===== src/rtl/fb_scanout_pkg.sv =====
// Shared types and colour helpers for the framebuffer stream scanout.
// Used by fb_stream_scanout and fb_line_buffer.
package fb_scanout_pkg;

  typedef struct packed {
    logic [3:0] a;
    logic [3:0] r;
    logic [3:0] g;
    logic [3:0] b;
  } argb4444_t;

  typedef struct packed {
    logic [7:0] r;
    logic [7:0] g;
    logic [7:0] b;
  } rgb888_t;

  localparam int NUM_BARS = 8;

  // Nibble replication maps 4'hF to 8'hFF exactly; alpha is not used by the encoder.
  function automatic rgb888_t argb4444_to_rgb888(input argb4444_t px);
    rgb888_t c;
    c.r = {px.r, px.r};
    c.g = {px.g, px.g};
    c.b = {px.b, px.b};
    return c;
  endfunction

  function automatic rgb888_t bar_colour(input logic [2:0] idx);
    rgb888_t c;
    case (idx)
      3'd0:    c = 24'hFFFFFF;
      3'd1:    c = 24'hFFFF00;
      3'd2:    c = 24'h00FFFF;
      3'd3:    c = 24'h00FF00;
      3'd4:    c = 24'hFF00FF;
      3'd5:    c = 24'hFF0000;
      3'd6:    c = 24'h0000FF;
      default: c = 24'h000000;
    endcase
    return c;
  endfunction

endpackage


===== src/rtl/fb_line_buffer.sv =====
// One framebuffer line of ARGB4444 words: simple dual-port RAM,
// synchronous write and registered read on clk_pix.
module fb_line_buffer
  import fb_scanout_pkg::*;
#(
  parameter int DEPTH  = 128,
  parameter int DATA_W = 16,
  parameter int AW     = 7
) (
  input  logic              clk_pix,
  input  logic              we,
  input  logic [AW-1:0]     waddr,
  input  logic [DATA_W-1:0] wdata,
  input  logic [AW-1:0]     raddr,
  output logic [DATA_W-1:0] rdata
);

  logic [DATA_W-1:0] mem [DEPTH];

  always_ff @(posedge clk_pix) begin
    if (we) mem[waddr] <= wdata;
    rdata <= mem[raddr];
  end

endmodule


===== src/rtl/fb_stream_scanout.sv =====
// Framebuffer stream consumer: paces stream_ena_o from display timing, scales by SCALE
// with pixel repeat plus a line buffer. Optional colour bars via FB_SCANOUT_TEST_PATTERN_EN.
module fb_stream_scanout
  import fb_scanout_pkg::*;
#(
  parameter int          FB_WIDTH   = 128,
  parameter int          FB_HEIGHT  = 128,
  parameter int          SCALE      = 4,
  parameter int          HPOS_W     = 10,
  parameter logic [23:0] BORDER_RGB = 24'h000000
) (
  input  logic              clk_pix,
  input  logic              reset_n_i,
  input  logic [HPOS_W-1:0] hpos_i,
  input  logic [HPOS_W-1:0] vpos_i,
  input  logic              de_i,
  input  logic              hsync_i,
  input  logic              vsync_i,
  input  logic              frame_start_i,
  input  logic [23:0]       base_address_i,
`ifdef FB_SCANOUT_TEST_PATTERN_EN
  input  logic              test_pattern_i,
`endif
  output logic              stream_start_frame_o,
  output logic [23:0]       stream_base_address_o,
  output logic              stream_ena_o,
  input  logic [15:0]       stream_data_i,
  input  logic              stream_err_underflow_i,
  input  logic              err_clear_i,
  output logic              err_underflow_o,
  output logic              de_o,
  output logic              hsync_o,
  output logic              vsync_o,
  output logic [7:0]        r_o,
  output logic [7:0]        g_o,
  output logic [7:0]        b_o
);

  localparam int XW = (FB_WIDTH > 1) ? $clog2(FB_WIDTH) : 1;
  localparam int YW = $clog2(FB_HEIGHT + 1);
  localparam int SW = (SCALE > 1) ? $clog2(SCALE) : 1;

  localparam logic [HPOS_W:0] IMG_W    = (HPOS_W+1)'(FB_WIDTH * SCALE);
  localparam logic [HPOS_W:0] IMG_H    = (HPOS_W+1)'(FB_HEIGHT * SCALE);
  localparam logic [SW-1:0]   LAST_SUB = SW'(SCALE - 1);
  localparam logic [XW-1:0]   LAST_X   = XW'(FB_WIDTH - 1);
  localparam logic [YW-1:0]   ROWS     = YW'(FB_HEIGHT);

  logic          armed;
  logic [SW-1:0] sub_px;
  logic [SW-1:0] sub_line;
  logic [XW-1:0] fb_x;
  logic [YW-1:0] fb_y;

  logic win_p0, fetch_line_p0, ena_p0;

  logic          vld_p1, ena_p1, fetch_p1, de_p1, hs_p1, vs_p1;
  logic [XW-1:0] fb_x_p1;
  logic [15:0]   lb_rdata_p1;
  logic [15:0]   hold_word;
  logic [15:0]   px_p1;
  rgb888_t       colour_p1;

  rgb888_t rgb_p2;
  logic    de_p2, hs_p2, vs_p2;

  // ---- stage p0: window decode, fetch request, position counters ----
  assign win_p0        = de_i && ({1'b0, hpos_i} < IMG_W) && ({1'b0, vpos_i} < IMG_H);
  assign fetch_line_p0 = (sub_line == '0);
  // The fb_y guard keeps the pulse count at FB_WIDTH*FB_HEIGHT even if vblank comes late.
  assign ena_p0        = armed && win_p0 && fetch_line_p0 && (sub_px == '0) && (fb_y < ROWS);
  assign stream_ena_o  = ena_p0;

  always_ff @(posedge clk_pix or negedge reset_n_i) begin
    if (!reset_n_i) begin
      armed                 <= 1'b0;
      sub_px                <= '0;
      sub_line              <= '0;
      fb_x                  <= '0;
      fb_y                  <= '0;
      stream_start_frame_o  <= 1'b0;
      stream_base_address_o <= '0;
    end else begin
      stream_start_frame_o <= frame_start_i;
      if (frame_start_i) begin
        armed                 <= 1'b1;
        stream_base_address_o <= base_address_i;
        sub_px                <= '0;
        sub_line              <= '0;
        fb_x                  <= '0;
        fb_y                  <= '0;
      end else if (win_p0) begin
        if (sub_px == LAST_SUB) begin
          sub_px <= '0;
          if (fb_x != LAST_X) fb_x <= fb_x + 1'b1;
        end else begin
          sub_px <= sub_px + 1'b1;
        end
      end else if (vld_p1) begin
        sub_px <= '0;
        fb_x   <= '0;
        if (sub_line == LAST_SUB) begin
          sub_line <= '0;
          if (fb_y != ROWS) fb_y <= fb_y + 1'b1;
        end else begin
          sub_line <= sub_line + 1'b1;
        end
      end
    end
  end

  // ---- stage p1: stream word arrives / line buffer read data ----
  always_ff @(posedge clk_pix or negedge reset_n_i) begin
    if (!reset_n_i) begin
      vld_p1   <= 1'b0;
      ena_p1   <= 1'b0;
      fetch_p1 <= 1'b0;
      de_p1    <= 1'b0;
      hs_p1    <= 1'b0;
      vs_p1    <= 1'b0;
    end else begin
      vld_p1   <= win_p0;
      ena_p1   <= ena_p0;
      fetch_p1 <= fetch_line_p0;
      de_p1    <= de_i;
      hs_p1    <= hsync_i;
      vs_p1    <= vsync_i;
    end
  end

  always_ff @(posedge clk_pix) begin
    fb_x_p1 <= fb_x;
    if (ena_p1) hold_word <= stream_data_i;
  end

  fb_line_buffer #(
    .DEPTH  (FB_WIDTH),
    .DATA_W (16),
    .AW     (XW)
  ) u_line_buffer (
    .clk_pix (clk_pix),
    .we      (ena_p1),
    .waddr   (fb_x_p1),
    .wdata   (stream_data_i),
    .raddr   (fb_x),
    .rdata   (lb_rdata_p1)
  );

`ifdef FB_SCANOUT_TEST_PATTERN_EN
  logic [2:0] bar_p0;
  logic [2:0] bar_p1;
  logic       tp_p1;

  assign bar_p0 = 3'((32'(hpos_i) * NUM_BARS) / (FB_WIDTH * SCALE));

  always_ff @(posedge clk_pix) begin
    bar_p1 <= bar_p0;
    tp_p1  <= test_pattern_i;
  end
`endif

  always_comb begin
    px_p1 = lb_rdata_p1;
    if (fetch_p1) px_p1 = ena_p1 ? stream_data_i : hold_word;
    colour_p1 = argb4444_to_rgb888(argb4444_t'(px_p1));
`ifdef FB_SCANOUT_TEST_PATTERN_EN
    if (tp_p1) colour_p1 = bar_colour(bar_p1);
`endif
  end

  // ---- stage p2: colour and timing registers to the encoder ----
  always_ff @(posedge clk_pix or negedge reset_n_i) begin
    if (!reset_n_i) begin
      rgb_p2 <= '0;
      de_p2  <= 1'b0;
      hs_p2  <= 1'b0;
      vs_p2  <= 1'b0;
    end else begin
      rgb_p2 <= vld_p1 ? colour_p1 : rgb888_t'(BORDER_RGB);
      de_p2  <= de_p1;
      hs_p2  <= hs_p1;
      vs_p2  <= vs_p1;
    end
  end

  always_ff @(posedge clk_pix or negedge reset_n_i) begin
    if (!reset_n_i)                  err_underflow_o <= 1'b0;
    else if (stream_err_underflow_i) err_underflow_o <= 1'b1;
    else if (err_clear_i)            err_underflow_o <= 1'b0;
  end

  assign r_o     = rgb_p2.r;
  assign g_o     = rgb_p2.g;
  assign b_o     = rgb_p2.b;
  assign de_o    = de_p2;
  assign hsync_o = hs_p2;
  assign vsync_o = vs_p2;

endmodule


===== config.mk =====
export PLATFORM = sky130hd
export DESIGN_NAME = fb_stream_scanout
export DESIGN_NICKNAME = d
export VERILOG_FILES = /design/src/rtl/fb_scanout_pkg.sv /design/src/rtl/fb_line_buffer.sv /design/src/rtl/fb_stream_scanout.sv
export SDC_FILE = /design/constraint.sdc
export NUM_CORES = 2
export LEC_CHECK = 0
export BUFFER_PORTS_ARGS = -buffer_cell sky130_fd_sc_hd__clkbuf_2
export CAP_MARGIN = 20
export CORE_AREA = 5 5 490 492
export DETAILED_ROUTE_END_ITERATION = 16
export DIE_AREA = 0 0 495 497
export PLACE_DENSITY = 0.48
export SLEW_MARGIN = 20
export SYNTH_ARGS = -nofsm -noshare
export SYNTH_HDL_FRONTEND = slang
export SYNTH_HIERARCHICAL = 1
export SYNTH_SLANG_ARGS = --single-unit

===== constraint.sdc =====
create_clock -name clk_pix -period 8.7 [get_ports clk_pix]
set_clock_uncertainty 0.1 [all_clocks]
set_input_delay 1.305 -clock clk_pix [delete_from_list [all_inputs] [get_ports clk_pix]]
set_output_delay 1.305 -clock clk_pix [all_outputs]
set_load 0.05 [all_outputs]

==> results.cfg <==
[logic_synthesis]
syn-num-nets = 2746
synth_cells = 2671
ys_warn_count = 6
synth_area_um2 = 62700
postSynthAreaPerCell_um2 = 23.5

[floorplanning]
row_count = 178
initial_core_util_pct = 26.7
die_area_um2 = 246000
io_pins = 122
core_um2 = 235000
die_width_um = 495
die_h_um = 497

[sta]
slew_violations = 0
tns_ns = 0
worst_slack_ns = 4.30
rsz0062_at_grt = no
hold_violations = 0
post-route-period-util_pct = 50.5
worst_pin_slew_ns = 1.16
finalSetupViolCount = 0
clock.fmax_mhz = 227
max_slew_margin_pct = 22.4
fin_crit_ns = 4.40
whs_ns = 0.247

[min_path]
hold_class = reg -> reg

[finish]
drive_gt1_share_pct = 35.4
stdcell_area_um2 = 73100
finalNetCount = 2959
utilization_pct = 31.2
num-fill-cells = 22470
syn_to_final_growth_pct = 16.7

[pwr]
swShare_pct = 20.3
power.switching_w = 0.00328
clockPowerShare_pct = 44.7
p_int_w = 0.0129
p_per_area_nw_per_um2 = 221
ir_worst_vdd_mv = 0.180
p_comb_share_pct = 1.9
p_leak_nw = 21.8
power_frac_seq_pct = 53.4

[critical_path]
slowest_stage = dfrtp_4
crit_type = reg -> reg
cp-start-kind = register
crit_buf_inv = 2
critical-path-top-delay-family = multiplexers
end_kind = register
path_max_fanout = 96
required_ns = 9.28
arrival_ns = 4.98
crit_path_frequent_cell = mux4_2
path_cells = buf_12 > buf_4 > mux4_2 > mux4_2 > mux4_2 > mux2_2
critPathMaxStageDelay_ns = 0.91

[drt]
via_per_inst = 4.58
via_count = 28312
dr.first_iter.drc_count = 2492
post_drt_wl_per_cell_um = 25.3
drt_first_pass_iters = 5
drc = 0
ant_nets = 0
wirelength_um = 156000

[grt]
first_global_vias = 28650
antenna_found_initial = 16
grt_pass1_wl_um = 222000
overflow = 0
grt_max_degree = 127
grt_usage_pct = 12.5

[clock_tree]
clkLatencyLatePin_ns = 0.81
cts_setup_buffers = 0
postCtsHoldBufs = 0
cts_tree = built
cts_sinks = 1634
cts_buffers = 177
clk_pin_slew_worst_paths_ns = 0.06
cts_root_buffer = clkbuf_16
clk_path_buf_depth = 3
cts_resized = 0
htreeDepth = 4

[run]
cap_violations = 0

[outcome]
status = completed

[placed_design]
placed_area_um2 = 67500
dpl.hpwl_um = 89500
pre_cts_slack_ns = 4.19
io_buffer_count = 99
globalplace.congestion = 0.714
## per-layer routing
| layer | vias up | GRT usage [%] | part of all wire (%) | wire length, um |
|---|---|---|---|---|
| met4 | 10 | 2.96 | 1.9 | 3020 |
| met3 | 197 | 2.24 | 5.5 | 8550 |
| li1 | 11735 | - | - | - |
| met5 | - | 0 | 0.031 | 49 |
| met2 | 763 | 19.1 | 46 | 72300 |
| met1 | 15607 | 18.5 | 46 | 72300 |
## path summary, 6_finish.rpt
kind	cells past startpoint	slack, ns	endpoint	start
min in group asynchronous	1	0.56	vsync_o$_DFF_PN0_	reset_n_i
min reg2reg	0	0.25	hsync_o$_DFF_PN0_	hs_p1$_DFF_PN0_
max in group asynchronous	1	7.21	fb_x[1]$_DFFE_PN0P_	reset_n_i
max reg2reg	6	4.30	u_line_buffer/rdata[6]$_DFF_P_	fb_x[0]$_DFFE_PN0P_
min	0	0.25	hsync_o$_DFF_PN0_	hs_p1$_DFF_PN0_
max	6	4.30	u_line_buffer/rdata[6]$_DFF_P_	fb_x[0]$_DFFE_PN0P_
## stage by stage
step,power [W],std cells
after floorplan,0.00893,2671
after global placement,0.00912,5855
after detailed placement,0.00913,5855
after CTS,0.0164,6174
after global routing,0.0168,6174
final,0.0162,6183
## cell usage in the layout, fill, tap and decap left out, drive strengths merged, types with 2 or more instances in the layout
cell    count
o21ai       5
nor2      130
a21oi      11
nand4       6
mux4      504
or4         3
clkbuf    332
o21bai      3
inv        18
dfxtp      31
nor4        2
mux2       48
nand3      24
clkinv     60
nor4b       2
mux2i      14
ha          7
nor3       12
or3         4
nand2      25
o31ai       3
nand2b      2
buf       133
o211ai      3
edfxtp   1536
diode       9
bufinv      9
dfrtp      67
a21o        2
nor2b      19
## cell type report
class	instances	area, um^2	share of cell area [%]
multi-input combinational	838	13600	18.6
tap	3150	3940	5.39
clock inverter	73	642	0.878
inverter	14	57.6	0.0787
clock buffer	246	4940	6.75
timing repair buffer	219	1520	2.07
antenna	9	22.5	0.0308
sequential	1634	48400	66.2
## sequential cells by signal, indices dropped and copies added, names as in the netlist, 2 cells and up
| register | flops |
|---|---|
| fb_y | 8 |
| fb_x_p1 | 7 |
| sub_line | 2 |
| u_line_buffer/rdata | 12 |
| hold_word | 12 |
| stream_base_address_o | 24 |
| fb_x | 7 |
| g_o | 4 |
| r_o | 4 |
| sub_px | 2 |
| b_o | 4 |
| u_line_buffer/mem | 1536 |
## power groups by stage
stage / combinational (W) / sequential (W) / clock [W]
final: 0.000306 / 0.00865 / 0.00724
after global routing: 0.000332 / 0.00865 / 0.00778
after CTS: 0.000315 / 0.00865 / 0.00745
after detailed placement: 0.000315 / 0.00881 / 0
after global placement: 0.000305 / 0.00881 / 0
after floorplan: 0.0000719 / 0.00886 / 0
(Power assumes the default switching activity.)
